**src/rtl/fp_unpack_pipe.sv**
```systemverilog
`timescale 1ns/1ps
`default_nettype none
// ============================================================================
// Module      : fp_unpack_pipe
// Description : Two-stage IEEE-754 to unsigned Q1.(FIX_W-1) unpacker with
//               rounding, saturation, class flags and valid/ready backpressure.
// Revision    : 1.0 - initial release
// ============================================================================
module fp_unpack_pipe #(
    parameter int EXP_W = 8,
    parameter int MAN_W = 23,
    parameter int FIX_W = 32,
    parameter int ROUND = 1
) (
    input  logic                   clk,
    input  logic                   rst_n,
    input  logic                   in_valid,
    output logic                   in_ready,
    input  logic [EXP_W+MAN_W:0]   in_data,
    output logic                   out_valid,
    input  logic                   out_ready,
    output logic                   out_sign,
    output logic [FIX_W-1:0]       out_mag,
    output logic                   out_zero,
    output logic                   out_special,
    output logic                   out_ovf,
    output logic                   out_unf
);

    localparam int BIAS   = 2**(EXP_W-1) - 1;
    localparam int SH_MAX = FIX_W + MAN_W + 1;
    localparam int SH_W   = $clog2(SH_MAX + 1);
    localparam int SIG_W  = MAN_W + 1;
    localparam int TW     = FIX_W + MAN_W;
    localparam int WW     = TW + 2;
    localparam int RS_W   = $clog2(SH_MAX + MAN_W + 1);

    localparam logic [EXP_W:0] BIAS_V = (EXP_W+1)'(BIAS);

    localparam logic [2:0] CLS_NORMAL  = 3'd0;
    localparam logic [2:0] CLS_ZERO    = 3'd1;
    localparam logic [2:0] CLS_SPECIAL = 3'd2;
    localparam logic [2:0] CLS_DENORM  = 3'd3;
    localparam logic [2:0] CLS_OVF     = 3'd4;

    // ------------------------------------------------------------------
    // Handshake
    // ------------------------------------------------------------------
    logic w_s2_adv;
    logic s1_valid_q;
    logic out_valid_q;

    assign w_s2_adv = !out_valid_q || out_ready;
    assign in_ready = !s1_valid_q || w_s2_adv;

    // ------------------------------------------------------------------
    // Stage 1: field split, classification and shift clamp
    // ------------------------------------------------------------------
    logic                 w_sign;
    logic [EXP_W-1:0]     w_exp;
    logic [MAN_W-1:0]     w_man;
    logic [EXP_W:0]       w_sh_full;

    logic [2:0]           s1_cls_d,  s1_cls_q;
    logic [SH_W-1:0]      s1_sh_d,   s1_sh_q;
    logic [SIG_W-1:0]     s1_sig_d,  s1_sig_q;
    logic                 s1_sign_q;

    assign w_sign    = in_data[EXP_W+MAN_W];
    assign w_exp     = in_data[EXP_W+MAN_W-1:MAN_W];
    assign w_man     = in_data[MAN_W-1:0];
    assign w_sh_full = BIAS_V - {1'b0, w_exp};
    assign s1_sig_d  = {1'b1, w_man};

    always_comb begin
        s1_sh_d = (32'(w_sh_full) > 32'(SH_MAX)) ? SH_W'(SH_MAX) : SH_W'(w_sh_full);
        if (w_exp == '0 && w_man == '0) begin
            s1_cls_d = CLS_ZERO;
        end else if (&w_exp) begin
            s1_cls_d = CLS_SPECIAL;
        end else if (w_exp == '0) begin
            s1_cls_d = CLS_DENORM;
        end else if (32'(w_exp) > 32'(BIAS)) begin
            s1_cls_d = CLS_OVF;
        end else begin
            s1_cls_d = CLS_NORMAL;
        end
    end

    // ------------------------------------------------------------------
    // Stage 2: shift, round, saturate
    // ------------------------------------------------------------------
    // w_t is S scaled by 2^(FIX_W-1); a further right shift of MAN_W+sh
    // yields the Q1.(FIX_W-1) magnitude. The appended LSB catches the
    // first dropped bit for rounding.
    logic [TW-1:0]        w_t;
    logic [RS_W-1:0]      w_rs;
    logic [WW-1:0]        w_wide;
    logic [FIX_W-1:0]     w_trunc;
    logic                 w_hi;
    logic                 w_inc;
    logic [FIX_W:0]       w_sum;
    logic                 w_sat;

    assign w_t     = {s1_sig_q, {(FIX_W-1){1'b0}}};
    assign w_rs    = RS_W'(s1_sh_q) + RS_W'(MAN_W);
    assign w_wide  = {1'b0, w_t, 1'b0} >> w_rs;
    assign w_trunc = w_wide[FIX_W:1];
    assign w_hi    = |w_wide[WW-1:FIX_W+1];
    assign w_inc   = (ROUND != 0) && w_wide[0];
    assign w_sum   = {1'b0, w_trunc} + {{FIX_W{1'b0}}, w_inc};
    assign w_sat   = w_hi || w_sum[FIX_W];

    logic                 out_sign_d,    out_sign_q;
    logic [FIX_W-1:0]     out_mag_d,     out_mag_q;
    logic                 out_zero_d,    out_zero_q;
    logic                 out_special_d, out_special_q;
    logic                 out_ovf_d,     out_ovf_q;
    logic                 out_unf_d,     out_unf_q;

    always_comb begin
        out_sign_d    = s1_sign_q;
        out_mag_d     = '0;
        out_zero_d    = 1'b0;
        out_special_d = 1'b0;
        out_ovf_d     = 1'b0;
        out_unf_d     = 1'b0;
        case (s1_cls_q)
            CLS_ZERO:    out_zero_d    = 1'b1;
            CLS_SPECIAL: out_special_d = 1'b1;
            CLS_DENORM:  out_unf_d     = 1'b1;
            CLS_OVF: begin
                out_mag_d = '1;
                out_ovf_d = 1'b1;
            end
            default: begin
                if (w_sat) begin
                    out_mag_d = '1;
                    out_ovf_d = 1'b1;
                end else begin
                    out_mag_d = w_sum[FIX_W-1:0];
                    out_unf_d = (w_sum[FIX_W-1:0] == '0);
                end
            end
        endcase
    end

    // ------------------------------------------------------------------
    // Pipeline registers
    // ------------------------------------------------------------------
    always_ff @(posedge clk or negedge rst_n) begin
        if (!rst_n) begin
            s1_valid_q    <= 1'b0;
            s1_sign_q     <= 1'b0;
            s1_cls_q      <= CLS_ZERO;
            s1_sh_q       <= '0;
            s1_sig_q      <= '0;
            out_valid_q   <= 1'b0;
            out_sign_q    <= 1'b0;
            out_mag_q     <= '0;
            out_zero_q    <= 1'b0;
            out_special_q <= 1'b0;
            out_ovf_q     <= 1'b0;
            out_unf_q     <= 1'b0;
        end else begin
            if (in_ready) begin
                s1_valid_q <= in_valid;
            end
            if (in_valid && in_ready) begin
                s1_sign_q <= w_sign;
                s1_cls_q  <= s1_cls_d;
                s1_sh_q   <= s1_sh_d;
                s1_sig_q  <= s1_sig_d;
            end
            if (w_s2_adv) begin
                out_valid_q <= s1_valid_q;
                if (s1_valid_q) begin
                    out_sign_q    <= out_sign_d;
                    out_mag_q     <= out_mag_d;
                    out_zero_q    <= out_zero_d;
                    out_special_q <= out_special_d;
                    out_ovf_q     <= out_ovf_d;
                    out_unf_q     <= out_unf_d;
                end
            end
        end
    end

    assign out_valid   = out_valid_q;
    assign out_sign    = out_sign_q;
    assign out_mag     = out_mag_q;
    assign out_zero    = out_zero_q;
    assign out_special = out_special_q;
    assign out_ovf     = out_ovf_q;
    assign out_unf     = out_unf_q;

endmodule
`default_nettype wire

```
**config.mk**
```make
export PLATFORM = sky130hd
export DESIGN_NAME = fp_unpack_pipe
export DESIGN_NICKNAME = d
export VERILOG_FILES = /design/src/rtl/fp_unpack_pipe.sv
export SDC_FILE = /design/constraint.sdc
export NUM_CORES = 1
export LEC_CHECK = 0
export ABC_AREA = 1
export ABC_CLOCK_PERIOD_IN_PS = 3610
export CAP_MARGIN = 20
export CORE_AREA = 3 3 104 106
export CTS_BUF_LIST = sky130_fd_sc_hd__clkbuf_4
export DETAILED_ROUTE_END_ITERATION = 12
export DIE_AREA = 0 0 107 109
export PLACE_DENSITY = 0.81
export SLEW_MARGIN = 5
export SYNTH_ARGS = -nofsm -noshare
export SYNTH_HDL_FRONTEND = slang
export SYNTH_SLANG_ARGS = --single-unit
export TNS_END_PERCENT = 100
```
**constraint.sdc**
```tcl
create_clock -name clk -period 3.61 [get_ports clk]
set_input_delay 0.722 -clock clk [delete_from_list [all_inputs] [get_ports clk]]
set_output_delay 0.722 -clock clk [all_outputs]
set_load 0.01 [all_outputs]
```
# [Word level (Yosys, flattened, before mapping)]
# Index checks and enable logic that the tools add are counted.
[word_totals] reg_bits=73 in_bits=36 elab_cells=50 output_inout_bits=39
[classes] n_eq_ne=4 add_sub_neg=3 n_reduce_logical=15 muxes=13 shifts=1 magnitude_cmp=2
[op_table] operator="32-bit one-hot mux with 2 select lines" count=1
[op_table] operator="56-bit by 7-bit >> shifter with 57-bit output" count=1
[op_table] operator="32-bit by 1-bit adder with 33-bit output" count=1
[op_table] operator="32-bit logical NOT" count=1
[op_table] operator="32-bit 2-to-1 mux" count=1
[op_table] operator="24-bit OR reduction" count=1
[op_table] operator="23-bit logical NOT" count=1
[op_table] operator="3-bit 2-to-1 mux" count=4
[op_table] operator="9-bit by 6-bit greater-than comparator with 1-bit output, second input constant" count=1
[op_table] operator="7-bit by 8-bit subtractor with 9-bit output, first input constant" count=1
[op_table] operator="8-bit by 7-bit greater-than comparator with 1-bit output, second input constant" count=1
[op_table] operator="8-bit logical NOT" count=1
[op_table] operator="8-bit AND reduction" count=1
[op_table] operator="6-bit by 5-bit adder with 7-bit output, second input constant" count=1
[op_table] operator="3-bit by 2-bit equality test with 1-bit output, second input constant" count=2
[op_table] operator="6-bit 2-to-1 mux" count=1
[op_table] operator="3-bit OR reduction" count=2
[op_table] operator="1-bit 2-to-1 mux" count=4
[op_table] operator="1-bit one-hot mux with 2 select lines" count=2
[op_table] operator="3-bit by 1-bit equality test with 1-bit output, second input constant" count=1
[op_table] operator="3-bit equality test, second input constant" count=1
[op_table] operator="1-bit logical OR" count=3
[op_table] operator="1-bit logical AND" count=2
[op_table] operator="1-bit logical NOT" count=2
[op_table] operator="2-bit AND reduction" count=1

# [Depth between registers and ports, before layout]
[depth] ltp_word=6 ltp_mapped=24 depth_no_buf=22

# [Least setup slack after synthesis]
# Ideal clock, no wire load.
[synth_path] kind="register -> register" start="register s1_sh_q[0]" end="register out_unf_q (netlist: out_unf)" synth_period_minus_slack_ns=2.771 setup_slack_ns=0.839 t_required_ns=3.533 arrival_ns=2.694 stages_incl_launch_ff=22 n_path_buf=2 setup_time_ns=0.077 cell_sequence="dfrtp_1 buf_6 clkinv_4 buf_6 nand2_1 nor2_2 nand2_1 o311ai_0 ha_1 ha_1 nand2_2 nor2_4 nand2_2 nor2_4 nand2_1 nand2_1 nand2_1 nor2_1 nand2_1 nor2_1 nand3_1 a21oi_1"
[synth_between] elab_chain_len=6 elab_cells_between_ends=8 classes_between="add/sub: 2; shift: 1; mux: 2; reduce/logical: 3"
[synth_lines] element="start: declaration" line_no="65" text="logic [SH_W-1:0] s1_sh_d, s1_sh_q;"
[synth_lines] element="start signal: assignment" line_no="172" text="s1_sh_q <= s1_sh_d;"
[synth_lines] element="6-bit by 5-bit adder with 7-bit output (*)" line_no="106" text="assign w_rs = RS_W'(s1_sh_q) + RS_W'(MAN_W);"
[synth_lines] element="56-bit by 7-bit >> shifter with 57-bit output (*)" line_no="107" text="assign w_wide = {1'b0, w_t, 1'b0} >> w_rs;"
[synth_lines] element="32-bit by 1-bit adder with 33-bit output or 24-bit OR reduction (tied branches)" line_no="111, 109"
[synth_lines] element="32-bit logical NOT or 1-bit logical OR (tied branches)" line_no="142, 112"
[synth_lines] element="1-bit 2-to-1 mux (*)" line_no="137" text="if (w_sat) begin"
[synth_lines] element="1-bit one-hot mux with 2 select lines (*)" line_no="128" text="case (s1_cls_q)"
[synth_lines] element="end signal: assignment" line_no="183" text="out_unf_q <= out_unf_d;"
[synth_lines] element="end: declaration" line_no="119" text="logic out_unf_d, out_unf_q;"
# Mark *: on every way between the ends. The rest lies on a longest branch, timed or not.
# A chain may end at the register's enable or synchronous reset.

# [Worst setup path in the final report]
[layout_path] start="register s1_sh_q[1]" end="register out_unf_q (netlist: out_unf)"
# Same word-level chain as after synthesis.

==> metrics.md <==
| Metric | Value |
|---|---|
| Status | `completed` |
| Vias | `6320` |
| Die width | `approximately 110 um` |
| Die area | `around 0.012 mm2` |
| DRT iter0 DRCs | `629` |
| Setup CP Type | `reg2reg` |
| GR Overflow Total | `0` |
| Clock transition at path regs | `140 ps` |
| Rows | `36` |
| Fin crit period | `roughly 3400 ps` |
| I/O pin total | `75` |
| Total power | `about 2800 uW` |
| PortBufs | `74` |
| Fin nets | `974` |
| CTS sink count | `73` |
| Power per cell area | `around 420 mW/mm2` |
| Global placement routability congestion | `about 1.1` |
| Synth Cell Area | `0.00570 mm2` |
| H-Tree Depth | `3` |
| Via-to-Cell Ratio | `about 6` |
| EDFF count, synth | `0` |
| Commonest cells in the netlist | `nand2_1 (323), nand3_1 (154), dfrtp_1 (72)` |
| Core area | `between 0.009 and 0.01 mm2` |
| CTS tree | `done` |
| Wire per inst | `16.8 um` |
| Syn Nets | `around 910` |
| Initial antenna violation count | `0` |
| Vias in the first global route | `5867` |
| Slew Viols, Final | `0` |
| Critical Path Sink Type | `register` |
| Final Instance Area | `around 0.0066 mm2` |
| Die Y | `about 110 um` |
| Critical Path Sink | `out_unf` |
| Top-count cell post-synth | `nand2_1` |
| Skew-Pair Late Insertion Delay | `450 ps` |
| # hold bufs at CTS | `0` |
| Async set or reset register ratio after synthesis | `1.00` |
| Startpoint Class | `register` |
| Synth top area cells | `dfrtp_1 (32%), nand2_1 (21%), nand3_1 (14%), inv_1 (3.2%), nor2_1 (3.1%)` |
| Period utilization | `0.929` |
| R2R cell count | `19` |
| Critical Path RT | `between 3000 and 4000 ps` |
| Syn-to-layout area delta | `16.0%` |
| Worst IR drop on VDD | `around 0.34 mV` |
| Share of layout cells above drive strength 1 | `0.106` |
| CTS root buffer | `clkbuf_4` |
| Worst setup startpoint | `s1_sh_q[1]` |
| Max Clock Freq | `around 0.3 GHz` |
| Placed Area | `approximately 0.0065 mm2` |
| Worst hold path type | `in2async` |
| RSZ-0062 raised after global routing | `false` |
| Yosys top cell area share | `0.316` |
| Reg-to-reg critical path endpoint | `out_unf` |
| Max Clock Skew | `23.2 ps` |
| N_diodes | `0` |
| Post-Syn Instances | `between 800 and 900` |
| Post-synthesis cell type count | `43` |
| Register area share after synthesis | `0.321` |
| CTS max path bufs | `2` |
| FF-to-FF Start | `s1_sh_q[1]` |
| Final setup vio count | `0` |
| Main synth FF type | `dfrtp_1` |
| Largest net degree at the start of global routing | `38` |
| Max_cap viols | `0` |
| Ys Warns | `0` |
| Most area-hungry cell type in the Yosys netlist | `dfrtp_1` |
| Synthesized flop and latch total | `73` |
| Slew @ Worst Pin | `886 ps` |
| Slew HR | `0.409` |
| WP data arrival | `~3700 ps` |
| First-pass GRT wire length | `between 20 and 30 mm` |
| Setup_tns | `0 ps` |
| R2R setup slack | `260 ps` |
| Fill cells | `882` |
| Total Routing Usage GR | `0.323` |
| DP HPWL | `approximately 14 mm` |
| DRT Pass-1 Iters | `6` |
| # DRC | `0` |
| Initial Util | `0.578` |
| Register area | `roughly 0.0018 mm2` |
| Drt total wl | `about 18 mm` |
| Worst-path fanout max | `28` |
| Multi-input logic area | `0.00339 mm2` |
| Leak | `between 0.003 and 0.004 uW` |
| Final hold violations | `0` |
| Antenna-violating nets left | `0` |
| CTS Buf Count | `9` |
| Syn Area/Cell | `approximately 6.5 um2` |
-- placed cells by master (no fill, tap or decap), types with 6 or more instances in the layout --
| cell type | count |
|---|---|
| nand2_1 | 323 |
| nand3_1 | 154 |
| clkdlybuf4s50_1 | 73 |
| dfrtp_1 | 72 |
| inv_1 | 48 |
| nor2_1 | 47 |
| o21ai_0 | 26 |
| nand2_2 | 21 |
| nand4_1 | 17 |
| a21oi_1 | 16 |
| buf_4 | 14 |
| inv_2 | 12 |
| nand3_2 | 11 |
| o211ai_1 | 11 |
| clkbuf_4 | 9 |
| nor2_4 | 8 |
| nor3_1 | 8 |
| nor2_2 | 8 |
| nor4_1 | 7 |
| a221o_1 | 6 |
-- report_power, final --
group,internal [uW],switching (uW)
Combinational,502,703
Clock,139,325
Sequential,989,135
-- per-stage QoR --
step                      hold WS (ps)  instances  utilization  setup slack, ps
after global routing               421       1074        0.670             12.7
after global placement             464       1058        0.659              516
after CTS                          385       1074        0.670              331
after detailed placement           465       1058        0.659              353
final                              378       1074        0.670              256
after floorplan                    426        876            -              839
-- what timing repair did --
item,CTS,global route
setup buffers,0,0
setup endpoints to repair,0,1
gates resized for setup,0,1
-- worst min-delay path by stage --
stage,from,end,depth (start not counted),slack (ps)
CTS,rst_n,out_mag[24],1,390
finish,rst_n,out_mag[24],1,380
global route,rst_n,out_mag[24],1,420
floorplan,rst_n,out_mag[0],0,430
global placement,out_ovf,out_ovf,2,460
detailed placement,out_ovf,out_ovf,2,460
-- final cells by class --
| type | instances | area share |
|---|---|---|
| multi-input combinational | 700 | 0.513 |
| inverter | 62 | 0.0363 |
| sequential | 73 | 0.276 |
| timing repair buffer | 90 | 0.132 |
| clock inverter | 7 | 0.00681 |
| clock buffer | 9 | 0.0102 |
| tap | 133 | 0.0252 |
-- flip-flops by register name (all words and copies together), names as in the netlist --
| register | cells |
|---|---|
| s1_sig_q | 24 |
| out_sign_d | 1 |
| s1_sh_q | 6 |
| s1_valid_q | 1 |
| s1_cls_q | 3 |
| out_zero | 1 |
| out_special | 1 |
| out_unf | 1 |
| out_valid | 1 |
| out_sign | 1 |
| out_ovf | 1 |
| out_mag | 32 |
-- cells by family (layout without fill, tap and decap cells) --
| group | Yosys count | count (layout) | share of synthesized area |
|---|---|---|---|
| AND/OR/NAND/NOR | 613 | 613 | 0.495 |
| AO/OA/AOI/OAI | 80 | 80 | 0.0882 |
| XOR/XNOR | 5 | 5 | 0.00768 |
| buffers and inverters | 103 | 168 | 0.0838 |
| adder cells (fa/ha/maj) | 2 | 2 | 0.00439 |
| flip-flops | 73 | 73 | 0.321 |
-- per-layer routing --
metal  part of all wire  routed length [um]  GRT usage  vias up
li1                   -                   -          -     3030
met1               0.42                7670      0.462     2912
met2               0.45                8070      0.507      341
met3               0.11                1970     0.0545       37
met4              0.021                 377     0.0895        0
met5                  0                   0          0        -
-- critical path: stages, from the launching register on --
cell	delay (ps)
dfrtp_1	400
inv_2	370
nand3_1	170
nand3_1	100
nand2_1	90
nand2_1	70
nand2_1	120
a32o_1	240
ha_1	250
ha_1	270
inv_1	120
xor2_1	210
nand2_1	90
nor2_1	130
nand2_1	70
nor2_1	160
nand2_1	70
nor2_1	120
nand3_1	100
a21oi_1	130
No activity file was read; power rests on OpenSTA's default activity.
